<file path="config.mk">
export PLATFORM = sky130hd
export DESIGN_NAME = mem_ctrl
export DESIGN_NICKNAME = d
export VERILOG_FILES = /design/src/rtl/mem_ctrl_pkg.sv /design/src/rtl/mem_byte_assembler.sv /design/src/rtl/mem_ctrl.sv
export SDC_FILE = /design/constraint.sdc
export NUM_CORES = 1
export LEC_CHECK = 0
export CAP_MARGIN = 10
export CORE_MARGIN = 2
export CORE_UTILIZATION = 30
export DETAILED_ROUTE_END_ITERATION = 12
export GPL_TIMING_DRIVEN = 0
export PLACE_DENSITY_LB_ADDON = 0.15
export SYNTH_ARGS = -nofsm -noshare
export SYNTH_HDL_FRONTEND = slang
export SYNTH_SLANG_ARGS = --single-unit
</file>
<file path="constraint.sdc">
create_clock -name clk -period 6.8 [get_ports clk]
set_clock_uncertainty 0.05 [all_clocks]
set_input_delay 1.36 -clock clk [delete_from_list [all_inputs] [get_ports clk]]
set_output_delay 1.36 -clock clk [all_outputs]
set_load 0.01 [all_outputs]
</file>
<file path="src/rtl/mem_ctrl_pkg.sv">
// Shared codes and helpers for the MEM-stage memory controller.
// Optional build macro: MEMCTRL_IO_WAIT_EN (IO back-pressure on writes).
package mem_ctrl_pkg;

   localparam int         MEM_RAM_ADDR_LEN = 17;
   localparam logic [1:0] IO_REGION        = 2'b11;

   typedef enum logic [1:0] {
      ST_IDLE = 2'b00,
      ST_BUSY = 2'b01,
      ST_DONE = 2'b10
   } mem_status_e;

   typedef enum logic [2:0] {
      RW_NONE  = 3'b000,
      RW_READ  = 3'b001,
      RW_WRITE = 3'b010
   } rw_code_e;

   typedef enum logic [1:0] {
      S_IDLE  = 2'b00,
      S_READ  = 2'b01,
      S_WRITE = 2'b10,
      S_DONE  = 2'b11
   } fsm_state_e;

   function automatic logic [2:0] qty_to_n(input logic [3:0] quantity);
      case (quantity)
         4'd1:    qty_to_n = 3'd1;
         4'd2:    qty_to_n = 3'd2;
         default: qty_to_n = 3'd4;
      endcase
   endfunction

   function automatic logic io_blocked(input logic [1:0] region, input logic full);
      io_blocked = (region == IO_REGION) && full;
   endfunction

endpackage

</file>
<file path="src/rtl/mem_byte_assembler.sv">
// 4x8 byte register file: bulk load, single-byte write by index, clear, byte read.
module mem_byte_assembler (
   input  logic        clk,
   input  logic        rst,
   input  logic        clr,
   input  logic        ld,
   input  logic [31:0] ld_word,
   input  logic        wr,
   input  logic [1:0]  wr_idx,
   input  logic [7:0]  wr_byte,
   input  logic [1:0]  rd_idx,
   output logic [7:0]  rd_byte,
   output logic [31:0] word
);

   logic [7:0] bytes_r [4];

   // Byte storage; clear has priority over load, load over single-byte write
   always_ff @(posedge clk or negedge rst) begin
      if (!rst) begin
         for (int i = 0; i < 4; i++) bytes_r[i] <= 8'h00;
      end else if (clr) begin
         for (int i = 0; i < 4; i++) bytes_r[i] <= 8'h00;
      end else if (ld) begin
         for (int i = 0; i < 4; i++) bytes_r[i] <= ld_word[8*i +: 8];
      end else if (wr) begin
         bytes_r[wr_idx] <= wr_byte;
      end
   end

   assign rd_byte = bytes_r[rd_idx];
   assign word    = {bytes_r[3], bytes_r[2], bytes_r[1], bytes_r[0]};

endmodule

</file>
<file path="src/rtl/mem_ctrl.sv">
// MEM-stage memory controller: serialises 1/2/4-byte requests onto an 8-bit RAM bus.
// Optional build macro: MEMCTRL_IO_WAIT_EN (stall IO-region writes while io_buffer_full).
module mem_ctrl
   import mem_ctrl_pkg::*;
#(
   parameter int ADDR_LEN     = 32,
   parameter int RAM_ADDR_LEN = MEM_RAM_ADDR_LEN
) (
   input  logic                    clk,
   input  logic                    rst,
   input  logic [ADDR_LEN-1:0]     addr_to_mem,
   input  logic [ADDR_LEN-1:0]     data_to_mem,
   input  logic [2:0]              rw_mem,
   input  logic [3:0]              quantity,
   output logic [ADDR_LEN-1:0]     data_from_mem,
   output logic [1:0]              mem_status,
   input  logic [7:0]              ram_din,
   output logic [7:0]              ram_dout,
   output logic [RAM_ADDR_LEN-1:0] ram_a,
   output logic                    ram_wr,
   input  logic                    io_buffer_full
);

   fsm_state_e              state_r;
   mem_status_e             mem_status_r;
   logic [ADDR_LEN-1:0]     addr_r;
   logic [2:0]              n_r;
   logic [2:0]              cnt_r;
   logic [ADDR_LEN-1:0]     data_from_mem_r;
   logic [RAM_ADDR_LEN-1:0] ram_a_r;
   logic [7:0]              ram_dout_r;
   logic                    ram_wr_r;

   logic                    asm_clr_s;
   logic                    asm_ld_s;
   logic                    asm_wr_s;
   logic [1:0]              asm_wr_idx_s;
   logic [1:0]              asm_rd_idx_s;
   logic [7:0]              asm_rd_byte_s;
   logic [31:0]             asm_word_s;
   logic [31:0]             rd_word_s;
   logic [ADDR_LEN-1:0]     cur_addr_s;
   logic [ADDR_LEN-1:0]     next_addr_s;
   logic                    wr_step_s;
   logic                    acc_wr_en_s;
   logic                    cur_wr_en_s;
   logic                    next_wr_en_s;
   logic                    unused_s;

   assign cur_addr_s   = addr_r + ADDR_LEN'(cnt_r);
   assign next_addr_s  = cur_addr_s + ADDR_LEN'(1'b1);
   assign asm_wr_idx_s = cnt_r[1:0] - 2'd1;
   assign asm_rd_idx_s = cnt_r[1:0] + 2'd1;
   assign unused_s     = ^{io_buffer_full, cur_addr_s, next_addr_s[ADDR_LEN-1:RAM_ADDR_LEN]};

   mem_byte_assembler u_asm (
      .clk     (clk),
      .rst     (rst),
      .clr     (asm_clr_s),
      .ld      (asm_ld_s),
      .ld_word (data_to_mem[31:0]),
      .wr      (asm_wr_s),
      .wr_idx  (asm_wr_idx_s),
      .wr_byte (ram_din),
      .rd_idx  (asm_rd_idx_s),
      .rd_byte (asm_rd_byte_s),
      .word    (asm_word_s)
   );

   // Buffer control: clear on read accept, bulk load on write accept, fill while reading
   always_comb begin
      asm_clr_s = 1'b0;
      asm_ld_s  = 1'b0;
      asm_wr_s  = 1'b0;
      if (state_r == S_IDLE) begin
         asm_clr_s = (rw_mem == RW_READ);
         asm_ld_s  = (rw_mem == RW_WRITE);
      end else if (state_r == S_READ) begin
         asm_wr_s = (cnt_r != 3'd0);
      end else begin
         asm_wr_s = 1'b0;
      end
   end

   // Final read word: the last byte arrives on the same edge that loads data_from_mem
   always_comb begin
      rd_word_s = asm_word_s;
      rd_word_s[{asm_wr_idx_s, 3'b000} +: 8] = ram_din;
   end

   // Write strobe decisions; a held (unstrobed) cycle does not advance the byte counter
   always_comb begin
`ifdef MEMCTRL_IO_WAIT_EN
      wr_step_s    = ram_wr_r;
      acc_wr_en_s  = ~io_blocked(addr_to_mem[17:16], io_buffer_full);
      cur_wr_en_s  = ~io_blocked(cur_addr_s[17:16], io_buffer_full);
      next_wr_en_s = ~io_blocked(next_addr_s[17:16], io_buffer_full);
`else
      wr_step_s    = 1'b1;
      acc_wr_en_s  = 1'b1;
      cur_wr_en_s  = 1'b1;
      next_wr_en_s = 1'b1;
`endif
   end

   // Transfer sequencing with registered status and RAM bus outputs
   always_ff @(posedge clk or negedge rst) begin
      if (!rst) begin
         state_r         <= S_IDLE;
         mem_status_r    <= ST_IDLE;
         addr_r          <= '0;
         n_r             <= 3'd0;
         cnt_r           <= 3'd0;
         data_from_mem_r <= '0;
         ram_a_r         <= '0;
         ram_dout_r      <= 8'h00;
         ram_wr_r        <= 1'b0;
      end else begin
         case (state_r)
            S_IDLE: begin
               cnt_r    <= 3'd0;
               ram_wr_r <= 1'b0;
               if (rw_mem == RW_READ) begin
                  addr_r       <= addr_to_mem;
                  n_r          <= qty_to_n(quantity);
                  ram_a_r      <= addr_to_mem[RAM_ADDR_LEN-1:0];
                  mem_status_r <= ST_BUSY;
                  state_r      <= S_READ;
               end else if (rw_mem == RW_WRITE) begin
                  addr_r       <= addr_to_mem;
                  n_r          <= qty_to_n(quantity);
                  ram_a_r      <= addr_to_mem[RAM_ADDR_LEN-1:0];
                  ram_dout_r   <= data_to_mem[7:0];
                  ram_wr_r     <= acc_wr_en_s;
                  mem_status_r <= ST_BUSY;
                  state_r      <= S_WRITE;
               end else begin
                  mem_status_r <= ST_IDLE;
               end
            end
            S_READ: begin
               if (cnt_r == n_r) begin
                  data_from_mem_r <= ADDR_LEN'(rd_word_s);
                  mem_status_r    <= ST_DONE;
                  state_r         <= S_DONE;
               end else begin
                  cnt_r <= cnt_r + 3'd1;
                  if ((cnt_r + 3'd1) < n_r) begin
                     ram_a_r <= next_addr_s[RAM_ADDR_LEN-1:0];
                  end
               end
            end
            S_WRITE: begin
               if (!wr_step_s) begin
                  ram_wr_r <= cur_wr_en_s;
               end else if (cnt_r == (n_r - 3'd1)) begin
                  ram_wr_r     <= 1'b0;
                  mem_status_r <= ST_DONE;
                  state_r      <= S_DONE;
               end else begin
                  cnt_r      <= cnt_r + 3'd1;
                  ram_a_r    <= next_addr_s[RAM_ADDR_LEN-1:0];
                  ram_dout_r <= asm_rd_byte_s;
                  ram_wr_r   <= next_wr_en_s;
               end
            end
            S_DONE: begin
               ram_wr_r     <= 1'b0;
               mem_status_r <= ST_IDLE;
               state_r      <= S_IDLE;
            end
            default: begin
               ram_wr_r     <= 1'b0;
               mem_status_r <= ST_IDLE;
               state_r      <= S_IDLE;
            end
         endcase
      end
   end

   assign data_from_mem = data_from_mem_r;
   assign mem_status    = mem_status_r;
   assign ram_a         = ram_a_r;
   assign ram_dout      = ram_dout_r;
   assign ram_wr        = ram_wr_r;

endmodule
</file>
==> results of run 1 <==
## worst max-delay path, delay by kind of cell (launching register included)
| family | cells | cell delay (ns) |
|---|---|---|
| AOI/OAI and AO/OA | 2 | 0.58 |
| DFF | 1 | 0.48 |
| muxes | 1 | 0.30 |
| adders and majority gates | 2 | 0.63 |
| buffers and inverters | 3 | 0.80 |
| and+or+nand+nor | 2 | 0.35 |
## sequential cells by signal (all words and copies together) (netlist names)
register and flops:
ram_wr 1, ram_a 17, addr_r 17, mem_status 2, data_from_mem 32, cnt_r 3, ram_dout 8, u_asm.word 32
n_r 3, state_r 2
## cell usage in the layout (no fill, tap or decap), types with 6 or more instances in the layout
cell | Yosys | routed
xnor2_1 | 11 | 11
a2bb2oi_1 | 8 | 8
clkbuf_16 | 0 | 17
mux2i_1 | 10 | 10
clkdlybuf4s50_1 | 0 | 116
clkinv_2 | 0 | 6
nand2_1 | 56 | 56
o21ai_0 | 52 | 52
a21oi_1 | 83 | 83
dfrtp_1 | 117 | 117
mux2_2 | 28 | 28
buf_2 | 8 | 8
buf_1 | 7 | 7
mux4_2 | 8 | 8
nor2_1 | 58 | 58
mux2_4 | 8 | 8
inv_1 | 12 | 12
clkbuf_1 | 24 | 26
nor2b_1 | 39 | 39
ha_1 | 20 | 20
a22oi_1 | 24 | 24
## through the flow
stage	cells	utilization (%)	TNS, ns	hold WS (ns)
3_3_place_gp	1034	37.7	-48.57	0.415
3_5_place_dp	1035	37.8	0	0.419
4_1_cts	1066	40.7	0	0.430
5_1_grt	1066	40.7	0	0.452
2_1_floorplan	642	-	0	0.426
6_report	1066	40.7	0	0.423
## cell families after synthesis
family | after synthesis | share of synthesized area [%]
multiplexers | 54 | 11.2
flip-flops | 117 | 45.8
AND/OR/NAND/NOR | 188 | 14.9
buffers and inverters | 58 | 3.88
XOR/XNOR | 17 | 2.59
adder cells (fa/ha/maj) | 21 | 4.23
AO/OA/AOI/OAI | 187 | 17.3
## how the worst max path moves through the flow
stage / end / cells past startpoint / slack (ns)
4_1_cts: ram_a[16] / 10 / 3.44
5_1_grt: ram_a[11] / 10 / 3.19
2_1_floorplan: ram_a[10] / 10 / 3.93
6_report: ram_a[16] / 10 / 3.48
3_5_place_dp: addr_r[8] / 6 / 3.08
3_3_place_gp: ram_a[16] / 1 / -0.42
## layout make-up
| cell class | count | share of cell area (%) |
|---|---|---|
| well taps | 275 | 4.04 |
| inverters | 13 | 0.573 |
| plain buffers | 45 | 2.34 |
| multi-input cells | 467 | 37.7 |
| clock inverters | 10 | 1.51 |
| clock buffers | 21 | 5.40 |
| flip-flops and latches | 117 | 34.4 |
| repair buffers | 118 | 14.1 |
## metal layers
layer	vias to the layer above	wire length [microns]	share of wire, %
met5	-	0	0
met4	0	421	2.2
met3	24	1000	5.1
met2	131	9400	48
met1	2611	8700	45
li1	2544	-	-
## power breakdown
part	switching [uW]	internal, uW	leakage [uW]	total [uW]
clock network	324	590	0.000297	913
registers	269	1060	0.00142	1320
logic	1130	1150	0.00185	2270
total	1720	2790	0.00356	4510
==> impl_metrics.ini, run 1 <==
[worst_setup_path]
rr_startpoint = cnt_r[0]
crit_path_top_delay_cell = dfrtp_1
crit_arrival_ns = 3.57
critical_path_class = reg2reg
start_kind = flip-flop
critPathLaunch = cnt_r[0]
cpPeakStageDelay_ns = 0.48
endpoint_kind = flip-flop
r2r-end = ram_a[16]
crit_fanout = 10
r2r_cells = 10
reg2reg_setup_slack_ns = 3.48
path_cells = buf_2 -> inv_1 -> ha_1 -> ha_1 -> nor2b_1 -> o21a_1 -> o21ai_0 -> nand3_4 -> buf_6 -> mux2_4
cp_common_cell = ha_1
crit_required_ns = 7.06

[placement]
placed_cell_area_sq_um = 7930
port_buffers = 117
dp_hpwl_microns = 14700
place_congestion = 0.831
dp_slack_ns = 3.08

[route]
wl_per_cell_microns = 18.3
wl_microns = 19500
drtPass1Iterations = 5
drt_iter0_drc = 269
drtAntennaViolNets = 0
dr_total_vias = 5310
viasPerCell = 4.98
drcViolationCount = 0

[global_route]
gr-usage-met3_pct = 4.33
grt_max_degree = 90
grt_pass1_wl_microns = 30700
grt_pass1_vias = 5518
grt_antenna_before_repair = 0
busiest_layer = met2
grt_util_met1_pct = 23.1
grt-ovfl-total = 0
grt_use_total_pct = 18.0
use_met2_pct = 29.6

[floorplan]
boundaryPins = 142
die_w_microns = 150
initial_core_util_pct = 30.5
core_area_sq_um = 21000
num_rows = 53
dieArea_sq_um = 22500
fp.dieH_microns = 150

[hold_path]
hold-path-cell-count = 2
hold_end = data_from_mem[11]
worstHoldStart = data_from_mem[11]
worstHoldPathType = reg2reg

[cells_and_area]
final_nets = 882
regArea_sq_um = 2930
fill_cells = 2113
final_area_sq_um = 8520
drive_above_1_share_pct = 12.3
synthToLayoutAreaGrowth_pct = 33.4
multi_input_area_sq_um = 3210
antennaDiodeCount = 0

[synthesis]
syn_nets = 745
ys_seq_area_share_pct = 45.8
synth_flop_cell = dfrtp_1
netlist_instances = 642
synth_cell_types = 54
synth_most_common_cell = dfrtp_1
ys_ff_latch = 117
avgSynthCellArea_sq_um = 9.95
synth_area_sq_um = 6390
synth-edff-count = 0
yosysTopAreaCellShare_pct = 45.8
synth_warnings = 0
synth_area_leaders = dfrtp_1, a21oi_1, mux2_2
yosys-top-cells-count = dfrtp_1, a21oi_1, nor2_1
synth_top_area_cell = dfrtp_1
ys_async_sr_fraction_pct = 100

[cts]
clockBufferDepth = 2
cts.htree.levels = 4
cts_buffers = 17
cts_setup_buffers = 0
cts-root-buf = clkbuf_16
postCtsHoldBufs = 0
clk_pin_slew_ns = 0.06
cts_resized = 0
clk_latency_ns = 0.42
cts_tree = yes
cts_sinks = 117

[sta]
fin_ws_ns = 3.48
clock.fmax_mhz = 301
hold_viol = 0
worst_slew_pin_slew_ns = 1.07
relSlewSlack_pct = 28.4
period_share_pct = 48.8
setup_viol = 0
timing.final.max_slew_violations = 0
fin_crit_ns = 3.32
rsz0062_at_grt = false

[pwr]
p_total_uw = 4510
peakVddDrop_uv = 242
leakage_uw = 0.00356
power_density_nw_per_um2 = 530

[outcome]
status = finished clean

[flow_run]
maxCapViolations = 0
Note: power is estimated with default switching activity, not from simulation.
==> run 2, diff against run 1 <==
==> constraint.sdc (replaced) <==
create_clock -name clk -period 3.18 [get_ports clk]
set_clock_uncertainty 0.05 [all_clocks]
set_input_delay 0.636 -clock clk [delete_from_list [all_inputs] [get_ports clk]]
set_output_delay 0.636 -clock clk [all_outputs]
set_load 0.01 [all_outputs]
==> run 2 against run 1 <==
Against the previous run:
- register-to-register slack worse by 3.2 ns
- via count about the same
- clock power up 110%
- global-route usage about the same
- fmax up 13%
- sequential power up 110%
- total power up 110%
- non-clock buffer count unchanged
- combinational power up 110%
- highest routed layer unchanged
==> impl_metrics.ini, run 2 (synthesized netlist as in run 1, its figures left out) <==
[placement]
dp_slack_ns = -0.160
place_congestion = 0.831
dp_hpwl_microns = 14700
port_buffers = 117

[global_route]
grt_max_degree = 90
grt_pass1_vias = 5512
grt_antenna_before_repair = 0
grt_pass1_wl_microns = 30700
grt_use_total_pct = 18.0
grt-ovfl-total = 0

[sta]
hold_viol = 0
setup_viol = 0
period_share_pct = 92.6
clock.fmax_mhz = 340
fin_ws_ns = 0.236
hold-worst-slack_ns = 0.0372
worst_slew_pin_slew_ns = 1.06
timing.final.max_slew_violations = 0
fin_crit_ns = 2.94
relSlewSlack_pct = 28.8
rsz0062_at_grt = false

[hold_path]
worstHoldPathType = in2async

[cts]
postCtsHoldBufs = 0
clk_latency_ns = 0.42
cts-root-buf = clkbuf_16
cts_tree = yes
cts_setup_buffers = 0
cts.htree.levels = 4
clockBufferDepth = 2
clk_pin_slew_ns = 0.05
cts_buffers = 17
cts_sinks = 117

[route]
viasPerCell = 4.98
wl_per_cell_microns = 18.3
drtPass1Iterations = 5
drt_iter0_drc = 284
drcViolationCount = 0
drtAntennaViolNets = 0
dr_total_vias = 5313
wl_microns = 19600

[flow_run]
maxCapViolations = 0

[worst_setup_path]
endpoint_kind = flip-flop
critical_path_class = reg2reg
cpPeakStageDelay_ns = 0.48
crit_required_ns = 3.43
cpLargestDelayFamily = buffers and inverters
path_cells = buf_4 -> inv_1 -> ha_1 -> ha_1 -> nor2b_1 -> o21a_1 -> o21ai_2 -> nand3_4 -> buf_6 -> mux2_4
crit_path_top_delay_cell = dfrtp_1
start_kind = flip-flop
crit_fanout = 10
crit_arrival_ns = 3.19
cp_common_cell = ha_1
worst-path-buf-inv = 3

[pwr]
seq_power_share_pct = 29.3
power_density_nw_per_um2 = 1130
switching_share_pct = 38.2
pwr-share-comb_pct = 50.5
p_int_uw = 5980
pwr-share-clk_pct = 20.2
switching_power_uw = 3690
peakVddDrop_uv = 517
leakage_uw = 0.00356

[floorplan]
boundaryPins = 142
fp.dieH_microns = 150
initial_core_util_pct = 30.5
num_rows = 53
core_area_sq_um = 21000
die_w_microns = 150
dieArea_sq_um = 22500

[cells_and_area]
regArea_sq_um = 2930
fill_cells = 2112
multi_input_area_sq_um = 3210
drive_above_1_share_pct = 12.4
synthToLayoutAreaGrowth_pct = 33.5
final_common_cell = dfrtp_1
final_cell_mix = dfrtp_1, clkdlybuf4s50_1, a21oi_1, nor2_1, nand2_1
antennaDiodeCount = 0
final_nets = 882
fin_util_pct = 40.7

[outcome]
status = finished clean
run 2: cell counts in the layout (fill, tap and decap cells not counted):
No cell type changed its count.
run 2: path summary, 6_finish.rpt:
check,start,endpoint,slack (ns),depth (start not counted)
max in group asynchronous,rst,data_from_mem[23],2.28,2
max reg2reg,cnt_r[0],ram_a[16],0.24,10
max,cnt_r[0],ram_a[16],0.24,10
min in group clk,data_from_mem[11],data_from_mem[11],0.42,2
min reg2reg,data_from_mem[11],data_from_mem[11],0.42,2
min,rst,data_from_mem[2],0.04,1
run 2: power groups by stage:
stage / clock network (uW) / logic (uW) / registers (uW)
after floorplan: 0 / 3060 / 2850
after global placement: 0 / 4850 / 2820
after detailed placement: 0 / 4910 / 2860
after CTS: 1980 / 4940 / 2840
after global routing: 2060 / 5430 / 2940
final: 1950 / 4880 / 2830
run 2: stage by stage:
step / instances / total power [uW] / TNS (ns) / instance area, sq um
after floorplan: 642 / 5910 / 0 / 6390
after global placement: 1034 / 7670 / -388.83 / 7900
after detailed placement: 1035 / 7770 / -1.24 / 7930
after CTS: 1066 / 9760 / 0 / 8520
after global routing: 1066 / 10400 / 0 / 8530
final: 1066 / 9660 / 0 / 8530
run 2: layer usage:
metal	global-route usage [%]	routed length (microns)
met1	23.1	8640
met2	29.6	9470
met3	4.33	1080
met4	6.42	374
met5	0	0
run 2: final cells by class:
class / count / area share [%]
Sequential cell: 117 / 34.3
Multi-Input combinational cell: 467 / 37.7
Clock inverter: 10 / 1.51
Buffer: 45 / 2.36
Clock buffer: 21 / 5.40
Timing Repair Buffer: 118 / 14.1
Tap cell: 275 / 4.04
Inverter: 13 / 0.572
run 2: repair_timing:
action                     in CTS  in global routing
gates cloned                    0                  0
setup endpoints to repair       9                  8
resized for setup               2                  1
pin swaps                       0                  0
run 2: worst reg2reg max path: stages (launching register included):
cell	delay [ns]
dfrtp_1	0.48
buf_4	0.27
inv_1	0.18
ha_1	0.36
ha_1	0.27
nor2b_1	0.13
o21a_1	0.17
o21ai_2	0.20
nand3_4	0.18
buf_6	0.23
mux2_4	0.30
